**src/rtl/regarb_pkg.sv**
```systemverilog
// Package: regarb_pkg
// Purpose: Shared definitions for the register-file write arbiter: FSM state
//          encoding, default geometry constants and the saturating increment
//          used by the optional grant statistics.
// Ports:   none (package)
package regarb_pkg;

    typedef enum logic [0:0] {
        ST_RUN   = 1'b0,
        ST_CLEAR = 1'b1
    } state_e;

    localparam int DEF_NREQ   = 2;
    localparam int DEF_DATA_W = 8;
    localparam int DEF_ADDR_W = 3;
    localparam int DEF_NREGS  = 8;
    localparam int STAT_W     = 16;

    // Counter increment that sticks at all-ones instead of wrapping.
    function automatic logic [STAT_W-1:0] sat_inc(input logic [STAT_W-1:0] v);
        return (&v) ? v : (v + 16'd1);
    endfunction

endpackage

```
**src/rtl/rr_arbiter.sv**
```systemverilog
// Module: rr_arbiter
// Purpose: Combinational round-robin pick. Searches valid_i starting at
//          ptr_i+1 (mod NREQ) and returns the first hit as one-hot and index.
// Ports:
//   valid_i [NREQ]   request vector
//   ptr_i   [IDX_W]  index granted last time (lowest priority now)
//   grant_o [NREQ]   one-hot grant, all-zero when nothing is valid
//   idx_o   [IDX_W]  index of the granted requester (0 when none)
module rr_arbiter #(
    parameter int NREQ  = 2,
    parameter int IDX_W = 1
) (
    input  logic [NREQ-1:0]  valid_i,
    input  logic [IDX_W-1:0] ptr_i,
    output logic [NREQ-1:0]  grant_o,
    output logic [IDX_W-1:0] idx_o
);

    logic [NREQ-1:0] rot_s;
    logic [IDX_W:0]  sum_s;

    // Rotate the doubled request vector so bit 0 is the highest-priority
    // requester, then keep the lowest set bit (loop runs high to low, last hit wins).
    always_comb begin
        rot_s   = NREQ'({valid_i, valid_i} >> ({1'b0, ptr_i} + {{IDX_W{1'b0}}, 1'b1}));
        grant_o = '0;
        idx_o   = '0;
        sum_s   = '0;
        for (int j = NREQ - 1; j >= 0; j--) begin
            if (rot_s[j]) begin
                sum_s = {1'b0, ptr_i} + (IDX_W+1)'(j + 1);
                if (sum_s >= (IDX_W+1)'(NREQ)) begin
                    sum_s = sum_s - (IDX_W+1)'(NREQ);
                end else begin
                    sum_s = sum_s;
                end
                idx_o   = sum_s[IDX_W-1:0];
                grant_o = {{(NREQ-1){1'b0}}, 1'b1} << idx_o;
            end else begin
                sum_s = sum_s;
            end
        end
    end

endmodule

```
**src/rtl/reg_write_arbiter.sv**
```systemverilog
// Module: reg_write_arbiter
// Purpose: Shares the register file's single write port between NREQ
//          writeback requesters (round-robin, valid/ready) and sequences a
//          software clear that writes zero to every register, one per cycle.
// Optional feature: define REGARB_STATS_EN to add per-requester saturating
//          grant counters readable through STAT_SEL / STAT_COUNT.
// Ports:
//   CLK, RESET            clock, synchronous active-high reset
//   REQ_VALID/REQ_READY   per-requester handshake (READY one-hot, combinational)
//   REQ_ADDR/REQ_DATA     packed per-requester address/data slices
//   CLEAR_START           pulse: start the clear sequence
//   CLEAR_BUSY/CLEAR_DONE clear running / one-cycle completion pulse
//   WRITE/INADDRESS/IN    registered reg_file write port
//   STAT_SEL/STAT_COUNT   (REGARB_STATS_EN only) counter select / value
module reg_write_arbiter
    import regarb_pkg::*;
#(
    parameter int NREQ   = DEF_NREQ,
    parameter int DATA_W = DEF_DATA_W,
    parameter int ADDR_W = DEF_ADDR_W,
    parameter int NREGS  = DEF_NREGS
) (
    input  logic                   CLK,
    input  logic                   RESET,
    input  logic [NREQ-1:0]        REQ_VALID,
    output logic [NREQ-1:0]        REQ_READY,
    input  logic [NREQ*ADDR_W-1:0] REQ_ADDR,
    input  logic [NREQ*DATA_W-1:0] REQ_DATA,
    input  logic                   CLEAR_START,
    output logic                   CLEAR_BUSY,
    output logic                   CLEAR_DONE,
    output logic                   WRITE,
    output logic [ADDR_W-1:0]      INADDRESS,
    output logic [DATA_W-1:0]      IN
`ifdef REGARB_STATS_EN
    ,
    input  logic [$clog2(NREQ)-1:0] STAT_SEL,
    output logic [STAT_W-1:0]       STAT_COUNT
`endif
);

    localparam int IDX_W = $clog2(NREQ);

    state_e              state_q, state_d;
    logic [ADDR_W-1:0]   cnt_q, cnt_d, cnt_inc_s;
    logic [IDX_W-1:0]    rr_ptr_q, rr_ptr_d;
    logic                write_q, write_d;
    logic [ADDR_W-1:0]   addr_q, addr_d;
    logic [DATA_W-1:0]   data_q, data_d;
    logic                done_q, done_d;

    logic [NREQ-1:0]     grant_s, ready_s;
    logic [IDX_W-1:0]    gidx_s;
    logic                hs_s;
    logic [ADDR_W-1:0]   sel_addr_s;
    logic [DATA_W-1:0]   sel_data_s;

    rr_arbiter #(
        .NREQ  (NREQ),
        .IDX_W (IDX_W)
    ) u_rr_arbiter (
        .valid_i (REQ_VALID),
        .ptr_i   (rr_ptr_q),
        .grant_o (grant_s),
        .idx_o   (gidx_s)
    );

    // Grants only in RUN; a same-cycle clear request (or reset) suppresses them.
    always_comb begin
        ready_s    = (state_q == ST_RUN && !CLEAR_START && !RESET) ? grant_s : '0;
        hs_s       = |(REQ_VALID & ready_s);
        sel_addr_s = '0;
        sel_data_s = '0;
        for (int i = 0; i < NREQ; i++) begin
            sel_addr_s = sel_addr_s | (REQ_ADDR[i*ADDR_W +: ADDR_W] & {ADDR_W{grant_s[i]}});
            sel_data_s = sel_data_s | (REQ_DATA[i*DATA_W +: DATA_W] & {DATA_W{grant_s[i]}});
        end
    end

    // Next-state and next-output logic. The clear counter mirrors the address
    // being issued, so its wrap to zero marks the last register.
    always_comb begin
        state_d   = state_q;
        cnt_d     = cnt_q;
        rr_ptr_d  = rr_ptr_q;
        write_d   = 1'b0;
        addr_d    = addr_q;
        data_d    = data_q;
        done_d    = 1'b0;
        cnt_inc_s = cnt_q + {{(ADDR_W-1){1'b0}}, 1'b1};
        case (state_q)
            ST_RUN: begin
                if (CLEAR_START) begin
                    state_d = ST_CLEAR;
                    cnt_d   = '0;
                    write_d = 1'b1;
                    addr_d  = '0;
                    data_d  = '0;
                end else if (hs_s) begin
                    write_d  = 1'b1;
                    addr_d   = sel_addr_s;
                    data_d   = sel_data_s;
                    rr_ptr_d = gidx_s;
                end else begin
                    write_d = 1'b0;
                end
            end
            ST_CLEAR: begin
                if (cnt_inc_s == '0) begin
                    state_d = ST_RUN;
                    cnt_d   = '0;
                    done_d  = 1'b1;
                end else begin
                    cnt_d   = cnt_inc_s;
                    write_d = 1'b1;
                    addr_d  = cnt_inc_s;
                    data_d  = '0;
                end
            end
            default: begin
                state_d = ST_RUN;
                cnt_d   = '0;
            end
        endcase
    end

    // State and output registers.
    always_ff @(posedge CLK) begin
        if (RESET) begin
            state_q  <= ST_RUN;
            cnt_q    <= '0;
            rr_ptr_q <= IDX_W'(NREQ - 1);
            write_q  <= 1'b0;
            addr_q   <= '0;
            data_q   <= '0;
            done_q   <= 1'b0;
        end else begin
            state_q  <= state_d;
            cnt_q    <= cnt_d;
            rr_ptr_q <= rr_ptr_d;
            write_q  <= write_d;
            addr_q   <= addr_d;
            data_q   <= data_d;
            done_q   <= done_d;
        end
    end

    assign REQ_READY  = ready_s;
    assign CLEAR_BUSY = (state_q == ST_CLEAR);
    assign CLEAR_DONE = done_q;
    assign WRITE      = write_q;
    assign INADDRESS  = addr_q;
    assign IN         = data_q;

`ifdef REGARB_STATS_EN
    logic [STAT_W-1:0] stat_q [NREQ];

    // Per-requester grant counters; only reset clears them, clear sequences do not.
    always_ff @(posedge CLK) begin
        if (RESET) begin
            for (int i = 0; i < NREQ; i++) begin
                stat_q[i] <= '0;
            end
        end else begin
            for (int i = 0; i < NREQ; i++) begin
                if (REQ_VALID[i] && ready_s[i]) begin
                    stat_q[i] <= sat_inc(stat_q[i]);
                end else begin
                    stat_q[i] <= stat_q[i];
                end
            end
        end
    end

    // Counter readback; out-of-range selects read as zero.
    always_comb begin
        STAT_COUNT = '0;
        for (int i = 0; i < NREQ; i++) begin
            if (STAT_SEL == IDX_W'(i)) begin
                STAT_COUNT = stat_q[i];
            end else begin
                STAT_COUNT = STAT_COUNT;
            end
        end
    end
`endif

endmodule

```
**config.mk**
```make
export PLATFORM = sky130hd
export DESIGN_NAME = reg_write_arbiter
export DESIGN_NICKNAME = d
export VERILOG_FILES = /design/src/rtl/regarb_pkg.sv /design/src/rtl/rr_arbiter.sv /design/src/rtl/reg_write_arbiter.sv
export SDC_FILE = /design/constraint.sdc
export NUM_CORES = 1
export LEC_CHECK = 0
export CORE_MARGIN = 8
export CORE_UTILIZATION = 37
export CTS_CLUSTER_SIZE = 14
export DETAILED_ROUTE_END_ITERATION = 10
export GPL_ROUTABILITY_DRIVEN = 1
export PLACE_DENSITY = 0.78
export SLEW_MARGIN = 10
export SYNTH_ARGS = -nofsm -noshare
export SYNTH_HDL_FRONTEND = slang
export SYNTH_SLANG_ARGS = --single-unit
```
**constraint.sdc**
```tcl
create_clock -name CLK -period 1.6 [get_ports CLK]
set_input_delay 0.32 -clock CLK [delete_from_list [all_inputs] [get_ports CLK]]
set_output_delay 0.32 -clock CLK [all_outputs]
set_load 0.005 [all_outputs]
```
==> flow_summary.rst, run 1 <==
.. list-table::
   :header-rows: 1

   * - Metric
     - Value
   * - Largest cells by area after synthesis
     - dfxtp_1, a221o_1, and2_1, a21oi_1, nor2_1
   * - Post-synthesis share of cell area spent on full adders, half adders and majority gates
     - around 3.2%
   * - Period Utilization, post-route
     - 95.53%
   * - Crit-path slowest cell
     - dfxtp_1
   * - Combinational family with the most area after synthesis
     - compound AO/OA/AOI/OAI gates
   * - CTS sink count
     - 18
   * - Average cell area after synthesis
     - 9.913 sq um
   * - R2R setup slack
     - 0.07 ns
   * - IO Port Bufs
     - 42
   * - Final Worst Setup Slack
     - 0.07145 ns
   * - Antenna cell count
     - 0
   * - Min-Delay Startpoint
     - rr_ptr_q$_SDFFE_PP1P_
   * - Achievable frequency
     - ~650 MHz
   * - Time the worst path needs with I/O delays and setup
     - 1.529 ns
   * - Detailed placement HPWL
     - 1.978 mm
   * - Arrival time of the worst setup path
     - approximately 1.8 ns
   * - Number of standard cells in the layout, taps in and fillers out
     - 169
   * - Final worst hold slack
     - 0.4871 ns
   * - Most area-hungry cell type in the Yosys netlist
     - dfxtp_1
   * - Launch instance of the worst register-to-register path
     - cnt_q[1]$_SDFFE_PP0P_
   * - First-pass GRT wire length
     - 4.084 mm
   * - Power Density
     - about 700 mW/mm^2
   * - Top-count cell post-synth
     - dfxtp_1
   * - TritonCTS clock tree
     - done
   * - Clock Root Buffer
     - clkbuf_4
   * - Mapped Nets
     - 107
   * - CP top delay family
     - adder cells
   * - Total iterations of the first detailed-routing run
     - 4
   * - Worst max-slew margin expressed relative to the limit
     - 84.49%
   * - Clock slew at the register clock pins of the worst setup and hold paths
     - 0.10 ns
   * - GPL Wtd Cong
     - 0.7945
   * - Count of mapped cells out of synthesis
     - 78
   * - Xor-xnor portion of the synthesized cell area
     - 0%
   * - Worst Setup End Kind
     - register
   * - Vias
     - 866
   * - Nature of the critical path startpoint
     - register
   * - Peak supply drop
     - 544.4 uV
   * - Type of the worst setup path
     - register to register
   * - Post-CTS Hold Fix Bufs
     - 0
   * - Number of global-route vias before repair
     - 929
   * - Top fanout value on the critical path
     - 8
   * - Area delta synth->final
     - 84.95%
   * - Antenna-violating nets left
     - 0
   * - Number of remaining DRC errors
     - 0
   * - Filler cell count
     - ~160
   * - Leakage
     - 0.5895 nW
   * - Proportion of synthesized flip-flops having asynchronous set or reset
     - 0%
   * - Global route overflow
     - 0
   * - Number of nets in the final layout
     - 172
   * - CP required
     - 1.85 ns
   * - Detail-routed net length per standard cell
     - roughly 15 um
   * - Compound-Gate Fraction of Synth Area
     - 24.92%
   * - Simple-gate share of the synthesized area
     - 24.27%
   * - Cell Rows
     - 16
   * - Number of distinct library cell variants in the gate-level netlist after synthesis
     - 25
   * - Mapped cell area
     - 773.2 sq um
   * - Crit path top cell by count
     - ha_2
   * - Count of placed standard cells including taps
     - 163
   * - Total die area
     - 0.003809 sq mm
   * - Die Ht
     - 61.72 um
   * - Crit Reg-Reg Endpoint
     - IN[2]$_SDFFE_PP0P_
   * - Share of layout cells above drive strength 1
     - 28.17%
   * - Clock insertion delay at the later pin of the skew report
     - 0.29 ns
   * - Biggest cell delay along the critical path
     - around 0.36 ns
   * - Synth Register Bits
     - 18
   * - Cell breakdown of the critical path
     - ha_2 > ha_2 > a21oi_2 > buf_4 > nor4_4 > buf_6 > a221o_1
   * - Synth cell count leaders
     - dfxtp_1, a221o_1, and2_1, nor2_1, a21oi_1
   * - Overall fraction of global-route tracks in use
     - 14.45%
   * - Leading register cell type out of synthesis
     - dfxtp_1
   * - Endpoint of the worst hold path
     - rr_ptr_q$_SDFFE_PP1P_
   * - CORE AREA
     - 0.001962 sq mm
   * - Count of maximum capacitance violations
     - 0
   * - Status
     - finished, final reports clean
   * - Fraction of the yosys area taken by sequential cells
     - 46.60%
   * - Number of CTS-inserted buffers
     - 3
   * - Top Ports
     - 43
   * - Detailed-route vias per instance
     - a little over 5
   * - Worst setup slack before clock tree synthesis
     - -0.5338 ns
   * - Post-synth EDFFs
     - 0
   * - RSZ-0062 raised after global routing
     - false
   * - Number of antenna violations at the first check in global routing
     - 0
   * - Count of routing violations after the opening detailed-route iteration
     - 7
   * - Mux contribution to synthesized area
     - 0%
   * - Final-report hold violation count
     - 0
   * - Routed Wire Length
     - 2.577 mm
   * - Worst clock skew
     - roughly 0.0027 ns
   * - Total of endpoints with negative setup slack in the final report
     - 0
   * - Effective utilization at floorplan
     - 39.41%
   * - Clock tree buffer depth
     - 2
   * - Slew Limit Fails
     - 0
   * - Count of buffer and inverter cells on the critical path
     - 2
   * - Die W
     - between 60 and 70 um
   * - CTS H-tree depth
     - 1
   * - Worst min path class
     - register to register
   * - Transition time of the tightest slew-check pin
     - 0.2323 ns
   * - Total negative slack
     - 0 ns
   * - Maximum number of pins on one net before global-route repair
     - 11
   * - Top-area cell type share of the netlist area
     - 46.60%
   * - Warning count from the yosys run
     - 0
   * - Cell count of the worst hold path
     - 1
   * - Worst reg2reg path depth
     - 7
[sequential cells by signal (all words and copies together) (netlist names)]
signal	count
IN	8
INADDRESS	3
cnt_q	3
CLEAR_BUSY	1
CLEAR_DONE	1
WRITE	1
rr_ptr_q	1
[placed cells by master, fill, tap and decap left out]
| cell | n |
|---|---|
| a211o_1 | 1 |
| a211oi_1 | 1 |
| a21bo_4 | 1 |
| a21oi_1 | 6 |
| a21oi_2 | 1 |
| a221o_1 | 8 |
| a311oi_1 | 2 |
| and2_1 | 8 |
| and3_4 | 1 |
| buf_2 | 2 |
| buf_4 | 18 |
| buf_6 | 1 |
| clkbuf_4 | 3 |
| clkbuf_8 | 1 |
| clkdlybuf4s50_1 | 35 |
| dfxtp_1 | 15 |
| dfxtp_2 | 3 |
| dlygate4sd2_1 | 4 |
| dlymetal6s2s_1 | 1 |
| ha_2 | 2 |
| inv_1 | 1 |
| nand2_1 | 6 |
| nand2b_1 | 1 |
| nand3_1 | 1 |
| nor2_1 | 7 |
| nor2_2 | 2 |
| nor2_4 | 1 |
| nor2b_1 | 2 |
| nor3_4 | 1 |
| nor4_4 | 1 |
| o21ai_2 | 1 |
| o21ba_2 | 1 |
| o31a_1 | 1 |
| o32a_1 | 1 |
| or2_1 | 1 |
[report_power, final]
part / total (mW) / internal, mW / switching, mW
clock: 0.282 / 0.139 / 0.144
sequential: 0.487 / 0.473 / 0.0140
combinational: 0.234 / 0.151 / 0.0824
[metal layers]
layer	GRT usage, %	vias up	share of wire (%)
li1	-	419	-
met1	14.68	405	40
met2	25.11	38	48
met3	6.584	4	11
met4	5.844	0	1.5
met5	0	-	0
[repair_timing]
action	CTS	global route
endpoints found under the setup margin	14	10
resized for setup	17	8
pin swaps	3	2
setup buffers	1	1
[metrics by stage]
stage | util [%] | area [sq um] | power (mW)
2_1_floorplan | - | 773.2 | 0.5612
3_3_place_gp | 68.88 | 1351 | 0.7136
3_5_place_dp | 68.88 | 1351 | 0.7202
4_1_cts | 71.30 | 1399 | 1.005
5_1_grt | 72.90 | 1430 | 1.052
6_report | 72.90 | 1430 | 1.003
[layout make-up]
| class | count | area [sq um] | share of cell area [%] |
|---|---|---|---|
| Clock buffer | 4 | 36.28 | 2.537 |
| Timing Repair Buffer | 61 | 554.3 | 38.76 |
| Inverter | 1 | 3.754 | 0.2625 |
| Tap cell | 27 | 33.78 | 2.362 |
| Sequential cell | 18 | 364.1 | 25.46 |
| Multi-Input combinational cell | 58 | 437.9 | 30.62 |
[worst max-delay path by stage]
stage | slack, ns | depth (start not counted) | to | from
global placement | -0.51 | 4 | REQ_READY[1] | CLEAR_START
floorplan | 0.17 | 5 | IN[0]$_SDFFE_PP0P_ | cnt_q[0]$_SDFFE_PP0P_
CTS | 0.005 | 6 | IN[2]$_SDFFE_PP0P_ | cnt_q[0]$_SDFFE_PP0P_
global route | 0.01 | 4 | REQ_READY[0] | rr_ptr_q$_SDFFE_PP1P_
detailed placement | -0.53 | 4 | REQ_READY[1] | CLEAR_START
finish | 0.07 | 7 | IN[2]$_SDFFE_PP0P_ | cnt_q[1]$_SDFFE_PP0P_
[cell families (layout without fill, tap and decap cells)]
group | count (synthesis) | in the layout
adder cells (fa/ha/maj) | 2 | 2
buffers and inverters | 2 | 66
flip-flops | 18 | 18
AO/OA/AOI/OAI | 24 | 24
AND/OR/NAND/NOR | 32 | 32
No activity file was read; power rests on OpenSTA's default activity.
==> run 2, diff against run 1 <==
--- a/config.mk
+++ b/config.mk
@@ -5,8 +5,9 @@
 export SDC_FILE = /design/constraint.sdc
 export NUM_CORES = 1
 export LEC_CHECK = 0
+export ABC_AREA = 1
 export CORE_MARGIN = 8
-export CORE_UTILIZATION = 37
+export CORE_UTILIZATION = 40
 export CTS_CLUSTER_SIZE = 14
 export DETAILED_ROUTE_END_ITERATION = 10
 export GPL_ROUTABILITY_DRIVEN = 1
==> constraint.sdc (replaced) <==
create_clock -name CLK -period 1.6 [get_ports CLK]
set_input_delay 0.48 -clock CLK [delete_from_list [all_inputs] [get_ports CLK]]
set_output_delay 0.48 -clock CLK [all_outputs]
set_load 0.005 [all_outputs]
==> run 2 against run 1 <==
  * Via count increased by 15%
  * Setup slack got worse by 0.059 ns
  * Area after synthesis up 22%
  * Fmax decreased by 3.7%
  * Register-to-register slack better by 0.09 ns
  * Highest routed layer unchanged
==> flow_summary.rst, run 2 <==
.. list-table::
   :header-rows: 1

   * - Metric
     - Value
   * - Clock tree buffer depth
     - 2
   * - Arrival time of the worst setup path
     - 1.11 ns
   * - Clock Root Buffer
     - clkbuf_4
   * - Crit Reg-Reg Endpoint
     - INADDRESS[2]$_SDFFE_PP0P_
   * - Biggest cell delay along the critical path
     - 0.35 ns
   * - R2R setup slack
     - roughly 0.16 ns
   * - Cell Rows
     - 17
   * - NetSw
     - 0.2760 mW
   * - Mapped cell area
     - 943.4 sq um
   * - Period Utilization, post-route
     - 99.19%
   * - Peak supply drop
     - 360.7 uV
   * - Clock share of power
     - between 20 and 30%
   * - CTS sink count
     - 18
   * - Endpoint of the worst hold path
     - IN[6]$_SDFFE_PP0P_
   * - Fin area
     - 0.001510 sq mm
   * - Worst reg2reg path depth
     - 7
   * - TritonCTS clock tree
     - done
   * - Top Ports
     - between 40 and 50
   * - P_int
     - 0.7508 mW
   * - CP top delay family
     - simple AND/OR/NAND/NOR gates
   * - Synth cell count leaders
     - nand2_1, dfxtp_1, nand3_1
   * - Number of standard cells in the layout, taps in and fillers out
     - 203
   * - Count of routing violations after the opening detailed-route iteration
     - 22
   * - Clock insertion delay at the later pin of the skew report
     - 0.29 ns
   * - Cell count of the worst hold path
     - 2
   * - Final-report hold violation count
     - 0
   * - Average cell area after synthesis
     - 7.995 sq um
   * - Top-area cell type share of the netlist area
     - 38.20%
   * - Clock slew at the register clock pins of the worst setup and hold paths
     - ~0.12 ns
   * - Slew Limit Fails
     - 0
   * - Worst min path class
     - register to register
   * - Achievable frequency
     - 630.1 MHz
   * - Detailed-route vias per instance
     - between 4 and 5
   * - Count of mapped cells out of synthesis
     - 118
   * - Number of CTS-inserted buffers
     - 3
   * - Time the worst path needs with I/O delays and setup
     - 1.587 ns
   * - Vias
     - 994
   * - Detailed placement HPWL
     - 2.173 mm
   * - CP required
     - about 1.1 ns
   * - Status
     - finished, final reports clean
   * - Synth Register Bits
     - 18
   * - Number of distinct library cell variants in the gate-level netlist after synthesis
     - 22
   * - First-pass GRT wire length
     - 4.636 mm
   * - Fraction of the yosys area taken by sequential cells
     - 38.20%
   * - Post-CTS Hold Fix Bufs
     - 0
   * - Most common library cell in the layout ignoring fill and taps
     - nand2_1
   * - Final worst hold slack
     - 0.4694 ns
   * - Worst Setup End Kind
     - output port
   * - Worst max-slew margin expressed relative to the limit
     - 79.78%
   * - Number of remaining DRC errors
     - 0
   * - Number of global-route vias before repair
     - between 1000 and 1500
   * - Nature of the critical path startpoint
     - register
   * - Effective utilization at floorplan
     - 42.65%
   * - Worst clock skew
     - between 0.01 and 0.015 ns
   * - Maximum number of pins on one net before global-route repair
     - 14
   * - Total of endpoints with negative setup slack in the final report
     - 0
   * - Worst setup slack before clock tree synthesis
     - -0.7371 ns
   * - Proportion of synthesized flip-flops having asynchronous set or reset
     - 0%
   * - Combinational fraction of design power
     - 24.8%
   * - Share of power burned in registers
     - 47.4%
   * - Crit path top cell by count
     - nor2_4
   * - Filler cell count
     - 189
   * - Top fanout value on the critical path
     - 3
   * - Leakage
     - 0.7537 nW
   * - Final Worst Setup Slack
     - 0.01292 ns
   * - Launch instance of the worst register-to-register path
     - cnt_q[0]$_SDFFE_PP0P_
   * - Antenna cell count
     - 0
   * - Number of nets in the final layout
     - 205
   * - Launching instance or port of the critical path
     - CLEAR_BUSY$_SDFF_PP0_
   * - RSZ-0062 raised after global routing
     - true
   * - Routed Wire Length
     - roughly 2.9 mm
   * - Commonest cells after routing, fill and taps aside
     - nand2_1, clkdlybuf4s50_1, nand3_1
   * - Total die area
     - between 0.004 and 0.005 sq mm
   * - Min-Delay Startpoint
     - IN[6]$_SDFFE_PP0P_
   * - Die W
     - between 60 and 70 um
   * - GPL Wtd Cong
     - a little under 0.8
   * - IO Port Bufs
     - 42
   * - Type of the worst setup path
     - register to output port
   * - Global route overflow
     - 0
   * - Switching part of the total power
     - between 20% and 30%
   * - Top-count cell post-synth
     - nand2_1
   * - Antenna-violating nets left
     - 0
   * - Placed standard-cell area
     - about 0.0015 sq mm
   * - Area delta synth->final
     - 60.08%
   * - Power Density
     - 679.9 mW/mm^2
   * - Overall fraction of global-route tracks in use
     - between 10% and 20%
   * - Leading register cell type out of synthesis
     - dfxtp_1
   * - Post-synth EDFFs
     - 0
   * - CTS H-tree depth
     - 1
   * - Flip-flop count of the largest register after layout
     - 8
   * - Die Ht
     - 64.57 um
   * - Transition time of the tightest slew-check pin
     - approximately 0.30 ns
   * - CORE AREA
     - roughly 0.0022 sq mm
   * - Number of antenna violations at the first check in global routing
     - 0
   * - Mapped Nets
     - 147
   * - Warning count from the yosys run
     - 0
   * - Share of layout cells above drive strength 1
     - 33.14%
   * - Largest cells by area after synthesis
     - dfxtp_1, nand2_1, nand3_1, a21oi_2, nor3b_1
   * - Count of placed standard cells including taps
     - 197
   * - Crit-path slowest cell
     - dfxtp_2
   * - Total iterations of the first detailed-routing run
     - 4
   * - Count of maximum capacitance violations
     - 0
   * - Most area-hungry cell type in the Yosys netlist
     - dfxtp_1
   * - Count of buffer and inverter cells on the critical path
     - 1
   * - Cell breakdown of the critical path
     - nor2_4 > nand2_4 > nor2_4 > buf_6
   * - Detail-routed net length per standard cell
     - 14.06 um
[run 2: worst max-delay path by stage]
stage,endpoint,cells after the start
3_3_place_gp,REQ_READY[1],5
2_1_floorplan,REQ_READY[1],5
6_report,REQ_READY[0],4
5_1_grt,REQ_READY[0],5
4_1_cts,REQ_READY[1],5
3_5_place_dp,REQ_READY[1],5
[run 2: area by class of cell]
class	count	area [sq um]	share of cell area, %
Inverter	10	37.54	2.485
Sequential cell	18	371.6	24.61
Clock buffer	4	36.28	2.403
Tap cell	28	35.03	2.320
Timing Repair Buffer	57	506.7	33.55
Multi-Input combinational cell	86	523.0	34.63
[run 2: logic make-up (layout without fill, tap and decap cells)]
logic type	Yosys count	count (layout)	share of synthesized area (%)
and+or+nand+nor	69	69	39.12
buffers and inverters	14	71	8.089
adders and majority gates	2	2	2.652
DFF	18	18	38.20
AOI/OAI and AO/OA	15	15	11.94
[run 2: routing by layer]
layer,GRT usage [%],routed length [um]
met3,5.670,238
met2,24.84,1496
met1,13.28,1070
met5,0,0
met4,6.267,48
[run 2: through the flow]
step                 TNS [ns]  utilization [%]  total power, mW
detailed placement     -7.393            65.89           0.7559
global route         -0.04452            68.27            1.082
floorplan                   0                -           0.6038
CTS                 -0.008118            68.16            1.034
finish                      0            68.27            1.027
global placement       -7.006            65.89           0.7488
[run 2: power by group through the flow]
| stage | sequential [mW] | combinational [mW] | clock (mW) |
|---|---|---|---|
| floorplan | 0.497 | 0.107 | 0 |
| global placement | 0.494 | 0.255 | 0 |
| detailed placement | 0.495 | 0.261 | 0 |
| CTS | 0.487 | 0.254 | 0.292 |
| global route | 0.491 | 0.278 | 0.313 |
| finish | 0.487 | 0.255 | 0.285 |
[run 2: what timing repair did]
item                                   in CTS  in global routing
pin swaps                                   5                  3
endpoints found under the hold margin       0                  0
setup buffers                               3                  0
setup endpoints to repair                  26                  6
gates resized for setup                    42                  6
[run 2: worst register-to-register path: cells and delay by family (launching register included)]
kind / cells / cell delay [ns]
AO/OA/AOI/OAI: 1 / 0.24
adder cells (fa/ha/maj): 2 / 0.42
flip-flops: 1 / 0.34
buffers and inverters: 1 / 0.12
AND/OR/NAND/NOR: 3 / 0.25
==> run 3, diff against run 2 <==
--- a/config.mk
+++ b/config.mk
@@ -11,7 +11,7 @@
 export CTS_CLUSTER_SIZE = 14
 export DETAILED_ROUTE_END_ITERATION = 10
 export GPL_ROUTABILITY_DRIVEN = 1
-export PLACE_DENSITY = 0.78
+export PLACE_DENSITY = 0.77
 export SLEW_MARGIN = 10
 export SYNTH_ARGS = -nofsm -noshare
 export SYNTH_HDL_FRONTEND = slang
==> run 3 against run 2 <==
  * Routed wire length fell by 3.8%
  * Fmax rose by 0.45%
  * Via count rose by 0.30%
  * Sequential power barely moved
  * Final area did not move
  * Clock skew fell by 0.0063 ns
  * Count of clock-buffer cells in the layout did not move
  * Final cell count did not move
  * Critical path type unchanged
  * Highest routed layer unchanged
==> flow_summary.rst, run 3 (same netlist as run 2, synthesis figures left out) <==
.. list-table::
   :header-rows: 1

   * - Metric
     - Value
   * - Cell Rows
     - 17
   * - Nature of the critical path startpoint
     - register
   * - Worst setup slack before clock tree synthesis
     - -0.7499 ns
   * - P_int
     - 0.7511 mW
   * - Clock tree buffer depth
     - 2
   * - Number of remaining DRC errors
     - 0
   * - Count of routing violations after the opening detailed-route iteration
     - 27
   * - Cell breakdown of the critical path
     - nor2_4 > nand2_4 > nor2_4 > buf_6
   * - Clock share of power
     - 28.0%
   * - Crit path top cell by count
     - nor2_4
   * - Period Utilization, post-route
     - 98.75%
   * - Number of CTS-inserted buffers
     - 3
   * - RSZ-0062 raised after global routing
     - true
   * - Most common library cell in the layout ignoring fill and taps
     - nand2_1
   * - First-pass GRT wire length
     - roughly 4.6 mm
   * - Global route overflow
     - 0
   * - Peak supply drop
     - between 500 and 600 uV
   * - Combinational fraction of design power
     - approximately a quarter
   * - Share of layout cells above drive strength 1
     - 33.14%
   * - Antenna-violating nets left
     - 0
   * - Clock slew at the register clock pins of the worst setup and hold paths
     - roughly 0.10 ns
   * - Status
     - finished, final reports clean
   * - CORE AREA
     - approximately 0.0022 sq mm
   * - Detail-routed net length per standard cell
     - 13.52 um
   * - Antenna cell count
     - 0
   * - Total die area
     - ~0.0042 sq mm
   * - Arrival time of the worst setup path
     - 1.10 ns
   * - GPL Wtd Cong
     - 0.8130
   * - Clock insertion delay at the later pin of the skew report
     - about 0.3 ns
   * - Maximum number of pins on one net before global-route repair
     - 14
   * - TritonCTS clock tree
     - done
   * - Share of power burned in registers
     - 47.4%
   * - Area delta synth->final
     - 60.08%
   * - Die Ht
     - about 65 um
   * - Worst Setup End Kind
     - output port
   * - Total iterations of the first detailed-routing run
     - 4
   * - Top Ports
     - between 40 and 50
   * - Post-CTS Hold Fix Bufs
     - 0
   * - IO Port Bufs
     - 42
   * - Detailed placement HPWL
     - 2.106 mm
   * - Routed Wire Length
     - 2.745 mm
   * - CTS sink count
     - 18
   * - Power Density
     - 679.9 mW/mm^2
   * - Top fanout value on the critical path
     - 5
   * - Overall fraction of global-route tracks in use
     - 13.33%
   * - Worst clock skew
     - 0.005504 ns
   * - Worst min path class
     - register to register
   * - Worst max-slew margin expressed relative to the limit
     - 80.57%
   * - Number of global-route vias before repair
     - 1046
   * - CP required
     - 1.12 ns
   * - Biggest cell delay along the critical path
     - 0.35 ns
   * - Clock Root Buffer
     - clkbuf_4
   * - Achievable frequency
     - 632.9 MHz
   * - Number of nets in the final layout
     - 205
   * - Commonest cells after routing, fill and taps aside
     - nand2_1, clkdlybuf4s50_1, nand3_1
   * - Die W
     - about 65 um
   * - Flip-flop count of the largest register after layout
     - 8
   * - Effective utilization at floorplan
     - 42.65%
   * - Slew Limit Fails
     - 0
   * - Total negative slack
     - 0 ns
   * - Count of maximum capacitance violations
     - 0
   * - Detailed-route vias per instance
     - between 4 and 5
   * - CTS H-tree depth
     - 1
   * - Final-report hold violation count
     - 0
   * - Final Worst Setup Slack
     - 0.01996 ns
   * - Type of the worst setup path
     - register to output port
   * - Vias
     - 997
   * - Crit-path slowest cell
     - dfxtp_2
   * - Number of antenna violations at the first check in global routing
     - 0
   * - NetSw
     - 0.2757 mW
   * - Time the worst path needs with I/O delays and setup
     - 1.580 ns
   * - Leakage
     - between 0.7 and 0.8 nW
   * - Transition time of the tightest slew-check pin
     - 0.2908 ns
   * - Total of endpoints with negative setup slack in the final report
     - 0
   * - Switching part of the total power
     - 26.85%
run 3: changes by cell type in the layout (fill, tap and decap cells not counted):
cell / delta
clkdlybuf4s15_2: -1
buf_2: -1
clkbuf_2: +1
buf_6: +1
run 3: final timing paths:
kind,cells after the start,startpoint,slack (ns),to
setup / recovery,4,CLEAR_BUSY$_SDFF_PP0_,0.02,REQ_READY[0]
hold / removal,2,IN[5]$_SDFFE_PP0P_,0.47,IN[5]$_SDFFE_PP0P_
setup reg to reg,7,cnt_q[0]$_SDFFE_PP0P_,0.19,INADDRESS[1]$_SDFFE_PP0P_
hold reg to reg,2,IN[5]$_SDFFE_PP0P_,0.47,IN[5]$_SDFFE_PP0P_
run 3: timing repair:
item                       in CTS  in global routing
resized for setup              37                 12
setup endpoints to repair      26                 14
setup buffers                   2                  2
pin swaps                       3                  4
gates cloned                    0                  0
run 3: cell type report:
type	count	area, sq um
Tap cell	28	35.03
Fill cell	200	701.9
Clock buffer	4	36.28
Sequential cell	18	371.6
Timing Repair Buffer	57	506.7
Multi-Input combinational cell	86	523.0
Inverter	10	37.54
run 3: per-layer routing:
layer / vias to the layer above / wire length, um / share of wire (%) / GRT usage, %
li1: 502 / - / - / -
met1: 462 / 1057 / 39 / 13.96
met2: 31 / 1424 / 52 / 23.23
met3: 2 / 252 / 9.2 / 7.732
met4: 0 / 10 / 0.36 / 1.635
met5: - / 0 / 0 / 0
run 3: critical path, delay by kind of cell, from the launching register on:
kind	cells	cell delay, ns
simple gates	3	0.35
flops	1	0.35
buf+inv	1	0.10
run 3: power groups by stage:
stage	clock network, mW	logic (mW)	registers (mW)
3_5_place_dp	0	0.257	0.495
2_1_floorplan	0	0.107	0.497
5_1_grt	0.314	0.277	0.491
4_1_cts	0.293	0.247	0.487
3_3_place_gp	0	0.253	0.494
6_report	0.287	0.253	0.487
run 3: stage by stage:
step	cells	instance area, sq um	hold WS, ns	utilization (%)	power (mW)
2_1_floorplan	118	943.4	0.4373	-	0.6038
3_3_place_gp	196	1450	0.4501	65.55	0.7470
3_5_place_dp	196	1450	0.4609	65.55	0.7523
4_1_cts	201	1481	0.4743	66.97	1.027
5_1_grt	203	1510	0.4883	68.27	1.082
6_report	203	1510	0.4689	68.27	1.027
